`src/rtl/serdes_64b66b_pkg.sv`:
```
// ---------------------------------------------------------------------------
// serdes_64b66b_pkg
// Shared definitions for the 64B/66B receive path:
//   - sync header values that mark a block boundary as good
//   - encodings of the block-lock state machine (also exported as a debug port)
//   - tap positions of the 1 + x^39 + x^58 self-synchronous scrambler
// ---------------------------------------------------------------------------
package serdes_64b66b_pkg;

    localparam logic [1:0] C_DATA_HEADER  = 2'b01;
    localparam logic [1:0] C_COMMA_HEADER = 2'b10;

    typedef enum logic [2:0] {
        ST_INIT      = 3'd0,
        ST_TEST      = 3'd1,
        ST_SLIP      = 3'd2,
        ST_SLIP_WAIT = 3'd3,
        ST_LOCK      = 3'd4
    } lock_state_t;

    localparam int C_TAP_A = 39;
    localparam int C_TAP_B = 58;

    // Only 01 and 10 mark a block boundary; 00 and 11 mean we are misaligned.
    function automatic logic is_good_header(input logic [1:0] hdr);
        return (hdr == C_DATA_HEADER) || (hdr == C_COMMA_HEADER);
    endfunction

endpackage

```
`src/rtl/serdes_64b66b_descrambler.sv`:
```
// ---------------------------------------------------------------------------
// serdes_64b66b_descrambler
// Self-synchronous descrambler for polynomial 1 + x^39 + x^58, bit 0 first.
// The output is combinational; the caller registers it. History of the last
// 58 received (still scrambled) bits is carried across blocks.
//
// Ports:
//   i_clk    clock
//   i_rst_n  asynchronous active-low reset (clears the history)
//   i_valid  history advances only on valid blocks
//   i_data   64-bit scrambled block
//   o_data   64-bit descrambled block (combinational)
// ---------------------------------------------------------------------------
module serdes_64b66b_descrambler
    import serdes_64b66b_pkg::*;
(
    input  logic        i_clk,
    input  logic        i_rst_n,
    input  logic        i_valid,
    input  logic [63:0] i_data,
    output logic [63:0] o_data
);

    // r_hist[57] is the most recently received bit (bit 63 of the last block).
    logic [C_TAP_B-1:0]    r_hist;
    logic [C_TAP_B+63:0]   w_ext;

    // Concatenating history below the new block turns the cross-block taps
    // into plain fixed offsets: stream bit i of this block sits at w_ext[58+i].
    always_comb begin
        w_ext  = {i_data, r_hist};
        o_data = '0;
        for (int i = 0; i < 64; i++) begin
            o_data[i] = w_ext[C_TAP_B + i] ^ w_ext[C_TAP_B + i - C_TAP_A] ^ w_ext[i];
        end
    end

    always_ff @(posedge i_clk or negedge i_rst_n) begin
        if (!i_rst_n) begin
            r_hist <= '0;
        end else if (i_valid) begin
            r_hist <= i_data[63:64-C_TAP_B];
        end
    end

endmodule

```
`src/rtl/serdes_64b66b_rx_block_sync.sv`:
```
// ---------------------------------------------------------------------------
// serdes_64b66b_rx_block_sync
// Sits between the RX gearbox and the 64B/66B decoder. Qualifies sync
// headers, runs the block-lock state machine, requests gearbox slips until
// lock is found, and forwards the block to the decoder with 1 clock latency.
//
// Optional feature macro: SERDES_64B66B_RX_DESCRAMBLE_EN
//   defined   -> O_rx_data carries the descrambled payload
//   undefined -> payload is forwarded unmodified
//
// Ports:
//   I_pcs_rx_clk       RX user clock
//   I_pcs_rx_rst_n     asynchronous active-low reset
//   I_rx_data/valid    block payload from gearbox
//   I_rx_header/valid  sync header from gearbox
//   O_rx_slip          one-cycle slip request to gearbox
//   O_rx_data/valid    registered payload to decoder
//   O_rx_header/valid  registered header to decoder
//   O_rx_block_sync    block lock achieved
//   O_rx_slip_cnt      saturating count of slips issued
//   O_rx_lock_state    current lock FSM state (debug)
// ---------------------------------------------------------------------------
module serdes_64b66b_rx_block_sync
    import serdes_64b66b_pkg::*;
#(
    parameter int SH_CNT_MAX     = 64,
    parameter int SH_INVALID_MAX = 16,
    parameter int SLIP_WAIT_CYC  = 32
) (
    input  logic        I_pcs_rx_clk,
    input  logic        I_pcs_rx_rst_n,
    input  logic [63:0] I_rx_data,
    input  logic        I_rx_valid,
    input  logic [1:0]  I_rx_header,
    input  logic        I_rx_header_valid,
    output logic        O_rx_slip,
    output logic [63:0] O_rx_data,
    output logic        O_rx_valid,
    output logic [1:0]  O_rx_header,
    output logic        O_rx_header_valid,
    output logic        O_rx_block_sync,
    output logic [7:0]  O_rx_slip_cnt,
    output logic [2:0]  O_rx_lock_state
);

    localparam logic [6:0] L_SH_LAST   = 7'(SH_CNT_MAX - 1);
    localparam logic [4:0] L_INV_MAX   = 5'(SH_INVALID_MAX);
    localparam logic [5:0] L_WAIT_LAST = 6'(SLIP_WAIT_CYC - 1);

    lock_state_t r_state;
    logic [6:0]  r_shCnt;
    logic [4:0]  r_invCnt;
    logic [5:0]  r_waitCnt;
    logic        r_slip;
    logic [7:0]  r_slipCnt;
    logic        r_blockSync;

    logic [63:0] r_data;
    logic        r_valid;
    logic [1:0]  r_header;
    logic        r_headerValid;

    logic        w_hdrEvent;
    logic        w_hdrGood;
    logic [4:0]  w_invNext;
    logic [7:0]  w_slipCntNext;
    logic [63:0] w_dataIn;

    assign w_hdrEvent    = I_rx_header_valid & I_rx_valid;
    assign w_hdrGood     = is_good_header(I_rx_header);
    assign w_invNext     = r_invCnt + {4'd0, ~w_hdrGood};
    assign w_slipCntNext = (r_slipCnt == 8'hFF) ? r_slipCnt : r_slipCnt + 8'd1;

`ifdef SERDES_64B66B_RX_DESCRAMBLE_EN
    serdes_64b66b_descrambler u_descrambler (
        .i_clk   (I_pcs_rx_clk),
        .i_rst_n (I_pcs_rx_rst_n),
        .i_valid (I_rx_valid),
        .i_data  (I_rx_data),
        .o_data  (w_dataIn)
    );
`else
    assign w_dataIn = I_rx_data;
`endif

    // Data path: plain one-stage pipeline, independent of lock state.
    always_ff @(posedge I_pcs_rx_clk or negedge I_pcs_rx_rst_n) begin
        if (!I_pcs_rx_rst_n) begin
            r_data        <= '0;
            r_valid       <= 1'b0;
            r_header      <= '0;
            r_headerValid <= 1'b0;
        end else begin
            r_data        <= w_dataIn;
            r_valid       <= I_rx_valid;
            r_header      <= I_rx_header;
            r_headerValid <= I_rx_header_valid;
        end
    end

    // Block-lock FSM. The slip pulse and block_sync are set on the same edge
    // that enters SLIP, so a lost lock and its slip request line up.
    always_ff @(posedge I_pcs_rx_clk or negedge I_pcs_rx_rst_n) begin
        if (!I_pcs_rx_rst_n) begin
            r_state     <= ST_INIT;
            r_shCnt     <= '0;
            r_invCnt    <= '0;
            r_waitCnt   <= '0;
            r_slip      <= 1'b0;
            r_slipCnt   <= '0;
            r_blockSync <= 1'b0;
        end else begin
            r_slip <= 1'b0;
            case (r_state)
                ST_INIT: begin
                    r_shCnt     <= '0;
                    r_invCnt    <= '0;
                    r_waitCnt   <= '0;
                    r_blockSync <= 1'b0;
                    r_state     <= ST_TEST;
                end
                ST_TEST: begin
                    if (w_hdrEvent) begin
                        if (!w_hdrGood) begin
                            r_state   <= ST_SLIP;
                            r_slip    <= 1'b1;
                            r_slipCnt <= w_slipCntNext;
                            r_shCnt   <= '0;
                        end else if (r_shCnt == L_SH_LAST) begin
                            r_state     <= ST_LOCK;
                            r_blockSync <= 1'b1;
                            r_shCnt     <= '0;
                            r_invCnt    <= '0;
                        end else begin
                            r_shCnt <= r_shCnt + 7'd1;
                        end
                    end
                end
                ST_LOCK: begin
                    if (w_hdrEvent) begin
                        // Too many bad headers takes priority over window end.
                        if (w_invNext == L_INV_MAX) begin
                            r_state     <= ST_SLIP;
                            r_blockSync <= 1'b0;
                            r_slip      <= 1'b1;
                            r_slipCnt   <= w_slipCntNext;
                            r_shCnt     <= '0;
                            r_invCnt    <= '0;
                        end else if (r_shCnt == L_SH_LAST) begin
                            r_shCnt  <= '0;
                            r_invCnt <= '0;
                        end else begin
                            r_shCnt  <= r_shCnt + 7'd1;
                            r_invCnt <= w_invNext;
                        end
                    end
                end
                ST_SLIP: begin
                    r_waitCnt <= '0;
                    r_state   <= ST_SLIP_WAIT;
                end
                ST_SLIP_WAIT: begin
                    // Gearbox is realigning; headers here are meaningless.
                    if (r_waitCnt == L_WAIT_LAST) begin
                        r_state   <= ST_TEST;
                        r_shCnt   <= '0;
                        r_invCnt  <= '0;
                        r_waitCnt <= '0;
                    end else begin
                        r_waitCnt <= r_waitCnt + 6'd1;
                    end
                end
                default: begin
                    r_state     <= ST_INIT;
                    r_blockSync <= 1'b0;
                end
            endcase
        end
    end

    assign O_rx_slip         = r_slip;
    assign O_rx_data         = r_data;
    assign O_rx_valid        = r_valid;
    assign O_rx_header       = r_header;
    assign O_rx_header_valid = r_headerValid;
    assign O_rx_block_sync   = r_blockSync;
    assign O_rx_slip_cnt     = r_slipCnt;
    assign O_rx_lock_state   = r_state;

endmodule

```
`config.mk`:
```
export PLATFORM = sky130hd
export DESIGN_NAME = serdes_64b66b_rx_block_sync
export DESIGN_NICKNAME = d
export VERILOG_FILES = /design/src/rtl/serdes_64b66b_pkg.sv /design/src/rtl/serdes_64b66b_descrambler.sv /design/src/rtl/serdes_64b66b_rx_block_sync.sv
export SDC_FILE = /design/constraint.sdc
export NUM_CORES = 1
export LEC_CHECK = 0
export BUFFER_PORTS_ARGS = -buffer_cell sky130_fd_sc_hd__buf_2
export CAP_MARGIN = 20
export CORE_ASPECT_RATIO = 0.5
export CORE_UTILIZATION = 40
export CTS_BUF_LIST = sky130_fd_sc_hd__clkbuf_4 sky130_fd_sc_hd__clkbuf_8
export CTS_CLUSTER_SIZE = 10
export DETAILED_ROUTE_END_ITERATION = 6
export GPL_TIMING_DRIVEN = 0
export PLACE_DENSITY_LB_ADDON = 0.2
export SETUP_SLACK_MARGIN = 0.2
export SYNTH_ARGS = -nofsm -noshare
export SYNTH_HDL_FRONTEND = slang
export SYNTH_SLANG_ARGS = --single-unit
```
`constraint.sdc`:
```
create_clock -name I_pcs_rx_clk -period 4.85 [get_ports I_pcs_rx_clk]
set_clock_uncertainty 0.15 [all_clocks]
set_input_delay 0.97 -clock I_pcs_rx_clk [delete_from_list [all_inputs] [get_ports I_pcs_rx_clk]]
set_output_delay 0.97 -clock I_pcs_rx_clk [all_outputs]
set_load 0.01 [all_outputs]
```
* After elaboration in Yosys (flattened, before gate mapping) *
Index checks and enable logic that the tools add are counted.
W data, S select, Z words.

operators by class
  multiplexer cells = 41
  multipliers = 0
  equality and inequality tests = 18
  add/subtract/negate cells = 4
  shift-type cells = 0
  bitwise operators = 3
  divide/modulo/power cells = 0
  order comparisons = 0
  reductions and logical operators = 12

operator list
  cell                   number
  $mux W7                6
  $mux W8                5
  $mux W5                7
  $pmux W7 S4            1
  $pmux W5 S4            1
  $mux W3                6
  $pmux W8 S2            1
  $pmux W3 S5            1
  $ne A2 B2 Y1 const B   7
  $pmux W6 S2            1
  $reduce_and A6 Y1      2
  $reduce_and A5 Y1      2
  $mux W1                9
  $add A8 B1 Y8 const B  1
  $eq A8 B8 Y1 const B   1
  $add A7 B1 Y7 const B  1
  $eq A7 B6 Y1 const B   1
  $add A6 B1 Y6 const B  1
  $eq A3 B2 Y1 const B   2
  $eq A6 B5 Y1 const B   1
  $mux W6                1
  $add A5 B1 Y5          1
  $eq A5 B5 Y1 const B   1
  $reduce_and A4 Y1      1
  other kinds (14)       17

storage, ports and cells
  word-level logic and storage cells = 89
  register bits after elaboration = 99
  memories kept = 0
  memory bits (writable) = 0
  bits in latches = 0
  ROM bits = 0
  input bits = 70
  output and inout bits = 81

* Logic depth before layout (Yosys ltp) *
  depth in word-level cells = 8
  depth in mapped cells = 9
  mapped depth without buffers = 9

* Least setup slack after synthesis *
Ideal clock, no wire load.

  path kind = input to register
  from = in I_rx_header[1]
  to = reg r_slipCnt[1] (netlist: O_rx_slip_cnt[1])
  slack = 1.633 ns
  arrival time = 2.942 ns
  data required time = 4.575 ns
  cell stages on the path = 9
  library setup time = 0.125 ns
  cell sequence = xor2_1 inv_1 ha_1 ha_1 nor3b_1 nor4_4 a211oi_4 nand2_4 mux2_4

on the way
  cells in the longest elaborated chain, start to end = 7
  elaborated cells on any way between the ends = 9

ends and longest elaborated chain
  element                                              RTL line                            text
  from (decl)                                          serdes_64b66b_rx_block_sync.sv:34   input logic [1:0] I_rx_header,
  $eq A2 B1 Y1 / $eq A2 B2 Y1 (equally long branches)  serdes_64b66b_pkg.sv:26             return (hdr == C_DATA_HEADER) || (hdr == C_COMMA_HEADER);
  $logic_or A1 B1 Y1 *                                 serdes_64b66b_pkg.sv:26
  $not A1 Y1                                           serdes_64b66b_rx_block_sync.sv:71   assign w_invNext = r_invCnt + {4'd0, ~w_hdrGood};
  $add A5 B1 Y5                                        serdes_64b66b_rx_block_sync.sv:71
  $eq A5 B5 Y1                                         serdes_64b66b_rx_block_sync.sv:142  if (w_invNext == L_INV_MAX) begin
  $ne A2 B2 Y1 (no line)                               n/a
  $reduce_and A5 Y1 (no line) *                        n/a
  to (signal assigned)                                 serdes_64b66b_rx_block_sync.sv:127  r_slipCnt <= w_slipCntNext;
  to (signal assigned)                                 serdes_64b66b_rx_block_sync.sv:146  r_slipCnt <= w_slipCntNext;
  to (decl)                                            serdes_64b66b_rx_block_sync.sv:55   logic [7:0] r_slipCnt;

Every way passes the cells marked *; elsewhere a longest branch is shown, timed or not.
A chain may end at the register's enable or synchronous reset.

* Worst setup path after layout *
Ends and elaborated chain as after synthesis.

==> reports/qor.yml <==
yosys_register_bits: 99
critPathArrivalTime_ns: 3.45
rows: 23
syn-num-nets: 329
hp-start: "O_rx_block_sync"
cts_buffer_depth: 2
synth_top_area_share_pct: 69.4
viasPerCell: 4.87
yosys_warnings: 0
pre_cts_ws_ns: 1.13
synth_edf_count: 0
grt_pass1_wl_mm: 12.2
root_buffer: "clkbuf_8"
period_needed_ns: 3.36
syn_inst: 254
slew_headroom_pct: 54.6
cts_htree_levels: 3
ctsHoldBuffers: 0
ys.flop_type: "dfrtp_1"
whs_ns: 0.348
initial_core_util_pct: 42.9
ant_nets: 0
drt_wl_total_mm: 7.46
drt_iter0_drc: 181
r2r_setup_slack_ns: 2.28
synth_top_area_cell: "dfrtp_1"
synth.area.top_cells: "dfrtp_1, nand3_1, ha_1"
rr_worst_depth: 7
die_area_um2: 9330
setup_violations: 0
hp-class: "reg -> reg"
worst_slew_pin_slew_ns: 0.681
clock-sinks: 99
layout-drive-gt1-share_pct: 44.9
setup-tns-final_ns: 0
vias: 2594
startpoint_type: "input port"
crit_buf_inv: 2
end_kind: "flip-flop"
p_leak_nw: 2.30
avgSynthCellArea_um2: 14.1
holdPathEnd: "O_rx_block_sync"
cts.clk_slew.worst_paths_ns: 0.09
ios: 151
postSynth.asyncResetShare_pct: 100
crit_chain: "buf_2, xor2_1, inv_1, ha_1, ha_1, nor3b_1, nor4_4, a211oi_4, nand2_4, mux2_4"
worstSetupPathType: "in -> reg"
crit_required_ns: 4.94
crit_top_cell: "ha_1"
maxSlewViolCount: 0
drc: 0
grt_pass1_vias: 2630
portBuffers: 150
ys_types: 57
die_height_um: 68.8
clock_latency_ns: 0.36
cts_resized: 0
path_delay_family: "simple AND/OR/NAND/NOR gates"
slowest_stage: "a211oi_4"
numCtsBuffers: 9
grt-ovfl-total: 0
syn_area_um2: 3570
grt_use_total_pct: 17.2
nets: 491
grt_max_degree: 57
period_share_pct: 69.3
hold_depth: 1
wl_per_cell_um: 14.0
max_cap_violations: 0
post_cts_buffers: 0
antenna_found_initial: 0
core_region_area_um2: 8320
worst_r2r_endpoint: "O_rx_slip_cnt[1]"
die_w_um: 136
power.density_nw_per_um2: 432
ir_drop_v: 0.000207
fmax_mhz: 298
reg2reg_from: "r_invCnt[0]"
synthToLayoutAreaGrowth_pct: 31.3
first_pass_iters: 4
dp_hpwl_mm: 5.66
setup_ws_ns: 1.49
crit_path_max_fanout: 10
critPathMaxStageDelay_ns: 0.47
cts_tree: "done"
outcome: "completed"
hold_viol: 0
rsz0062_at_grt: "no"
synth.yosys.seq_area_share_pct: 69.4
num_antenna_cells: 0
gp_congestion: 0.760
per-layer routing:
metal	track usage, %	vias to the layer above	routed length, um
met2	29.8	91	3850
met1	19.6	1261	2940
li1	-	1228	-
met4	7.30	0	123
met3	6.65	14	542
met5	0	-	0
report_power, final:
part | internal, mW | switching [mW] | total [mW]
Clock | 0.251 | 0.285 | 0.536
Combinational | 0.220 | 0.309 | 0.529
Sequential | 0.901 | 0.0596 | 0.961
Total | 1.37 | 0.654 | 2.03
worst register-to-register path: stages, from the launching register on:
cell and delay (ns):
dfrtp_1 0.40, ha_1 0.24, ha_1 0.26, nor3b_1 0.43
nor4_4 0.10, a211oi_4 0.47, nand2_4 0.10, mux2_4 0.31
flip-flops by register name, indices dropped and copies added, names as in the netlist:
| register | cells |
|---|---|
| O_rx_data | 64 |
| O_rx_slip_cnt | 8 |
| r_shCnt | 7 |
| r_waitCnt | 6 |
| r_invCnt | 5 |
| O_rx_lock_state | 3 |
| O_rx_header | 2 |
| O_rx_block_sync | 1 |
| O_rx_header_valid | 1 |
| O_rx_slip | 1 |
| O_rx_valid | 1 |
logic make-up (layout without fill, tap and decap cells):
| kind of cell | count (synthesis) | in the layout | share of synthesized area (%) |
|---|---|---|---|
| AOI/OAI and AO/OA | 43 | 43 | 9.81 |
| and+or+nand+nor | 79 | 79 | 13.0 |
| xor gates and xnor gates | 9 | 9 | 2.42 |
| DFF | 99 | 99 | 69.4 |
| buffers and inverters | 13 | 180 | 1.75 |
| muxes | 5 | 5 | 1.58 |
| adders and majority gates | 6 | 6 | 2.07 |
cell type report:
cell class	count	area (um^2)
plain buffers	5	32.5
clock buffers	10	131
clock inverters	6	71.3
fillers	696	3630
inverters	8	30.0
multi-input cells	142	1030
flip-flops and latches	99	2480
well taps	112	140
repair buffers	151	773
cells in the mapped netlist (3+ instances only):
| library cell | number |
|---|---|
| nor3_1 | 4 |
| a21oi_1 | 3 |
| mux2i_1 | 3 |
| xnor2_1 | 7 |
| nor2_1 | 10 |
| o31ai_1 | 3 |
| nand4_1 | 8 |
| o2bb2ai_1 | 5 |
| nand3_1 | 14 |
| dfrtp_1 | 99 |
| and3_1 | 4 |
| inv_1 | 8 |
| ha_1 | 5 |
| nor3b_1 | 3 |
| nand2_1 | 16 |
| nand2b_1 | 3 |
| o21ai_0 | 9 |
cells in the final DEF, fill, tap and decap left out, types with 3 or more instances in the layout:
cell type / instances
nand2_1: 16
buf_2: 151
ha_1: 5
xnor2_1: 7
nor3b_1: 3
o31ai_1: 3
dfrtp_1: 99
nor3_1: 4
and3_1: 4
mux2i_1: 3
inv_1: 8
nand4_1: 8
o2bb2ai_1: 5
o21ai_0: 9
nand3_1: 14
a21oi_1: 3
nor2_1: 10
nand2b_1: 3
clkbuf_8: 9
worst max-delay path by stage:
stage	startpoint	endpoint	slack, ns	cells past startpoint
after floorplan	I_rx_header[1]	O_rx_slip_cnt[1]	1.63	9
after global placement	I_rx_header[1]	O_rx_slip_cnt[1]	1.20	10
after detailed placement	I_rx_header[1]	O_rx_slip_cnt[1]	1.13	10
after global routing	I_rx_header[1]	O_rx_slip_cnt[5]	1.33	10
after CTS	I_rx_header[1]	O_rx_slip_cnt[1]	1.52	10
final	I_rx_header[1]	O_rx_slip_cnt[1]	1.49	10
metrics by stage:
step / utilization (%) / cells / cell area [um^2] / power [mW]
after global placement: 53.6 / 516 / 4460 / 1.49
after CTS: 56.3 / 533 / 4690 / 2.05
final: 56.3 / 533 / 4690 / 2.03
after detailed placement: 53.9 / 517 / 4480 / 1.51
after global routing: 56.3 / 533 / 4690 / 2.15
after floorplan: - / 254 / 3570 / 1.32
No activity file was read; power rests on OpenSTA's default activity.
